--- config.mk ---
export PLATFORM = sky130hd
export DESIGN_NAME = gate_bist
export DESIGN_NICKNAME = d
export VERILOG_FILES = /design/src/rtl/gate_bist_pkg.sv /design/src/rtl/gate_ref_model.sv /design/src/rtl/gate_bist.sv
export SDC_FILE = /design/constraint.sdc
export NUM_CORES = 1
export LEC_CHECK = 0
export CAP_MARGIN = 20
export CORE_MARGIN = 8
export CORE_UTILIZATION = 32
export DETAILED_ROUTE_END_ITERATION = 6
export DONT_BUFFER_PORTS = 1
export PLACE_DENSITY = 0.49
export RECOVER_POWER = 50
export SKIP_LAST_GASP = 1
export SYNTH_ARGS = -nofsm -noshare
export SYNTH_HDL_FRONTEND = slang
export SYNTH_SLANG_ARGS = --single-unit
--- constraint.sdc ---
create_clock -name clk -period 1.9 [get_ports clk]
set_input_delay 0.285 -clock clk [delete_from_list [all_inputs] [get_ports clk]]
set_output_delay 0.285 -clock clk [all_outputs]
set_load 0.02 [all_outputs]
--- src/rtl/gate_bist_pkg.sv ---
// Shared encodings for the gate BIST: expected-function opcodes and FSM states.
package gate_bist_pkg;
  localparam logic [1:0] OP_AND  = 2'b00;
  localparam logic [1:0] OP_OR   = 2'b01;
  localparam logic [1:0] OP_XOR  = 2'b10;
  localparam logic [1:0] OP_NAND = 2'b11;

  typedef enum logic [1:0] {IDLE, DRIVE, DONE} state_t;
endpackage

--- src/rtl/gate_ref_model.sv ---
// Combinational golden 2-input gate: expected output for a given opcode and inputs.
module gate_ref_model
  import gate_bist_pkg::*;
(
  input  logic [1:0] op,
  input  logic       a,
  input  logic       b,
  output logic       z
);
  always_comb begin
    z = 1'b0;
    case (op)
      OP_AND:  z = a & b;
      OP_OR:   z = a | b;
      OP_XOR:  z = a ^ b;
      OP_NAND: z = ~(a & b);
      default: z = 1'b0;
    endcase
  end
endmodule

--- src/rtl/gate_bist.sv ---
// Sweeps a 2-input gate through 00,01,10,11, holding each pattern HOLD_CYCLES
// cycles, and checks the sampled output against the selected truth table.
module gate_bist
  import gate_bist_pkg::*;
#(
  parameter int HOLD_CYCLES = 10
) (
  input  logic       clk,
  input  logic       rst,
  input  logic       start,
  input  logic [1:0] op,
  output logic       x,
  output logic       y,
  input  logic       z,
  output logic       busy,
  output logic       done,
  output logic       pass,
  output logic [2:0] err_count,
  output logic [3:0] fail_vec
);
  localparam int HW = (HOLD_CYCLES > 1) ? $clog2(HOLD_CYCLES) : 1;
  localparam logic [HW-1:0] H_LAST = HW'(HOLD_CYCLES - 1);

  state_t        state, state_n;
  logic [1:0]    op_l, op_l_n;
  logic [1:0]    p, p_n;
  logic [HW-1:0] h, h_n;
  logic          x_n, y_n, busy_n, done_n, pass_n;
  logic [2:0]    err_n;
  logic [3:0]    fail_n;
  logic          exp_z;

  gate_ref_model u_ref (.op(op_l), .a(p[1]), .b(p[0]), .z(exp_z));

  always_comb begin
    state_n = state;
    op_l_n  = op_l;
    p_n     = p;
    h_n     = h;
    x_n     = x;
    y_n     = y;
    busy_n  = busy;
    done_n  = 1'b0;
    pass_n  = pass;
    err_n   = err_count;
    fail_n  = fail_vec;
    case (state)
      IDLE: begin
        x_n = 1'b0;
        y_n = 1'b0;
        if (start) begin
          op_l_n  = op;
          pass_n  = 1'b0;
          err_n   = 3'd0;
          fail_n  = 4'd0;
          p_n     = 2'd0;
          h_n     = '0;
          busy_n  = 1'b1;
          state_n = DRIVE;
        end
      end
      DRIVE: begin
        h_n = h + 1'b1;
        if (h == H_LAST) begin
          if (z != exp_z) begin
            fail_n[p] = 1'b1;
            err_n     = err_count + 3'd1;
          end
          h_n = '0;
          if (p != 2'd3) begin
            p_n        = p + 2'd1;
            {x_n, y_n} = p + 2'd1;
          end else begin
            // pass must include the comparison made on this very edge
            p_n     = 2'd0;
            x_n     = 1'b0;
            y_n     = 1'b0;
            busy_n  = 1'b0;
            done_n  = 1'b1;
            pass_n  = (err_n == 3'd0);
            state_n = DONE;
          end
        end
      end
      DONE: state_n = IDLE;
      default: state_n = IDLE;
    endcase
  end

  always_ff @(posedge clk) begin
    if (rst) begin
      state     <= IDLE;
      op_l      <= 2'd0;
      p         <= 2'd0;
      h         <= '0;
      x         <= 1'b0;
      y         <= 1'b0;
      busy      <= 1'b0;
      done      <= 1'b0;
      pass      <= 1'b0;
      err_count <= 3'd0;
      fail_vec  <= 4'd0;
    end else begin
      state     <= state_n;
      op_l      <= op_l_n;
      p         <= p_n;
      h         <= h_n;
      x         <= x_n;
      y         <= y_n;
      busy      <= busy_n;
      done      <= done_n;
      pass      <= pass_n;
      err_count <= err_n;
      fail_vec  <= fail_n;
    end
  end
endmodule

==> impl_metrics.env <==
export IMPL_drc=0
export IMPL_slowest_delay_ns=0.56
export IMPL_crit_type="reg2reg"
export IMPL_wl_met2_mm=1.20
export IMPL_cts_buffers=3
export IMPL_overflow=0
export IMPL_vdd_drop_max_v=0.000233
export IMPL_drv_cap=0
export IMPL_cts_htree_levels=1
export IMPL_gp_congestion=0.775
export IMPL_fmax_ghz=0.528
export IMPL_stdcell_area_um2=1310
export IMPL_cp_slowest_cell="or4_4"
export IMPL_initial_core_util_pct=32.6
export IMPL_dp_slack_ns=-0.0880
export IMPL_synth_seq_cells=22
export IMPL_setup_tns_ns=0
export IMPL_cts_buffer_depth=2
export IMPL_reg2reg_slack_ns=0.005
export IMPL_p_leak_uw=0.000535
export IMPL_die_x_um=73.9
export IMPL_wl_per_cell_um=14.1
export IMPL_clkSinkCount=22
export IMPL_power_density_nw_per_um2=594
export IMPL_crit_path_cell_trace="ha_4 > or2_4 > and3_4 > or4_4 > mux2i_1 > o31ai_1"
export IMPL_yosysWarnings=0
export IMPL_worstSkewPairLatency_ns=0.30
export IMPL_crit_family="simple AND/OR/NAND/NOR gates"
export IMPL_period_needed_ns=1.89
export IMPL_clock_skew_ns=0.00334
export IMPL_syn_avg_cell_area_um2=8.86
export IMPL_grt_use_total_pct=9.68
export IMPL_min_from="rst"
export IMPL_drv_slew=0
export IMPL_hold_slack_ns=0.0232
export IMPL_die_h_um=73.9
export IMPL_postRouteAntennaNets=0
export IMPL_slew_headroom_pct=68.5
export IMPL_wirelength_mm=2.55
export IMPL_finalHoldViolCount=0
export IMPL_met1_length_mm=1.19
export IMPL_setup_violations=0
export IMPL_vias_per_cell=4.98
export IMPL_vias=901
export IMPL_end_kind="flip-flop"
export IMPL_cp_arrival_ns=2.13
export IMPL_io_pins=18
export IMPL_diodes=0
export IMPL_worstSetupStartpoint="p[0]$_SDFFE_PP0P_"
export IMPL_synthDistinctLibCells=36
export IMPL_final_nets=150
export IMPL_row_count=21
export IMPL_synth_area_um2=1070
export IMPL_rsz0062_at_grt="true"
export IMPL_core_area_um2=3280
export IMPL_synth_largest_area_cell="dfxtp_1"
export IMPL_synth_top_area_share_pct=41.1
export IMPL_placed_area_um2=1210
export IMPL_wl_met3_um=148
export IMPL_drtIter0Drc=42
export IMPL_reg2reg_from="p[0]$_SDFFE_PP0P_"
export IMPL_setup_slack_ns=0.00516
export IMPL_most_common_layout_cells="dfxtp_1, nor2_1, buf_4, a21oi_1, nand2_1"
export IMPL_top_layer="met4"
export IMPL_dp_hpwl_mm=1.81
export IMPL_final_common_cell="dfxtp_1"
export IMPL_io_buffers=0
export IMPL_critPathLaunchType="flip-flop"
export IMPL_grt_max_degree=19
export IMPL_grt_pass1_wl_mm=4.06
export IMPL_clkTransAtPathRegs_ns=0.12
export IMPL_seq_area_frac_synth_pct=41.1
export IMPL_syn_to_final_growth_pct=22.1
export IMPL_status="finished clean"
export IMPL_syn_inst=121
export IMPL_drive_gt1_share_pct=24.4
export IMPL_cp_buffers_inverters=0
export IMPL_period_share_pct=99.7
export IMPL_antenna_found_initial=0
export IMPL_tightest_slew_ns=0.471
export IMPL_first_pass_iters=4
export IMPL_cts_tree="done"
export IMPL_synth_nets=134
export IMPL_root_buffer="clkbuf_4"
export IMPL_die_area_um2=5460
export IMPL_crit_fanout=6
export IMPL_hold_class="in2reg"
export IMPL_critPathRequiredTime_ns=2.13
export IMPL_postLayoutCoreUtil_pct=39.8
export IMPL_grt_pass1_vias=838
export IMPL_ys_top_cells_by_area="dfxtp_1, ha_1, a21oi_1"
-- stage by stage --
stage,total power (uW),std cells
2_1_floorplan,552,121
3_3_place_gp,567,177
3_5_place_dp,568,177
4_1_cts,787,180
5_1_grt,818,181
6_report,778,181
-- cell type report --
| type | count | area (um2) |
|---|---|---|
| clock buffer | 3 | 22.5 |
| fill | 328 | 1980 |
| inverter | 5 | 18.8 |
| multi-input combinational | 91 | 657 |
| sequential | 22 | 448 |
| tap | 46 | 57.6 |
| timing repair buffer | 14 | 105 |
-- what timing repair did --
item	in CTS	in global routing
hold buffers	0	0
pin swaps	0	6
resized for setup	4	11
gates cloned	0	0
buffers inserted	0	1
setup endpoints to repair	8	8
-- synthesized netlist by cell type --
cell type / instances
inv_1: 5
and4_1: 1
or2b_1: 2
nor4_1: 1
and3_1: 1
nand4b_1: 1
dfxtp_1: 22
or4_1: 1
or3b_2: 1
nor2_1: 15
mux2i_1: 3
buf_6: 1
o31ai_1: 1
nor4b_1: 1
or2_1: 1
or3_1: 2
or3_2: 1
nor2b_1: 2
o21ai_0: 2
clkbuf_1: 1
nand3b_1: 1
o21bai_1: 1
a21oi_1: 15
a32o_1: 4
o211ai_1: 2
nand2b_1: 5
ha_1: 7
or2_2: 1
nand2_1: 8
buf_2: 1
xnor2_1: 1
o41ai_1: 1
and3_4: 1
a21o_1: 3
nand3_1: 4
and3b_1: 1
-- kinds of logic after synthesis --
logic type	synth area share, %
simple gates	26.1
fa+ha+maj	8.17
mux	2.80
xor+xnor	0.817
flops	41.1
compound gates	17.4
buf+inv	3.62
-- sequential cells by signal, indices dropped and copies added, names as in the netlist --
signal and flops:
pass 1, state 2, op_l 2, y 1, fail_vec 4, done 1, h 4, busy 1
p 2, x 1, err_count 3
-- routing by layer --
metal / track usage [%] / vias to the layer above
li1: - / 461
met1: 12.2 / 422
met2: 14.8 / 16
met3: 3.00 / 2
met4: 3.99 / 0
met5: 0 / -
-- worst paths after layout --
kind,end,depth (start not counted)
hold reg to reg,h[3]$_SDFFE_PP0P_,2
setup / recovery,pass$_SDFFE_PP0P_,6
setup reg to reg,pass$_SDFFE_PP0P_,6
hold / removal,err_count[0]$_SDFFE_PP0P_,1
-- where the power goes --
part	switching, uW	internal (uW)	leakage (uW)	total [uW]
combinational	44.4	40.5	0.000341	84.9
clock	140	73.9	0.0000138	214
sequential	12.2	467	0.000180	479
(Power assumes the default switching activity.)
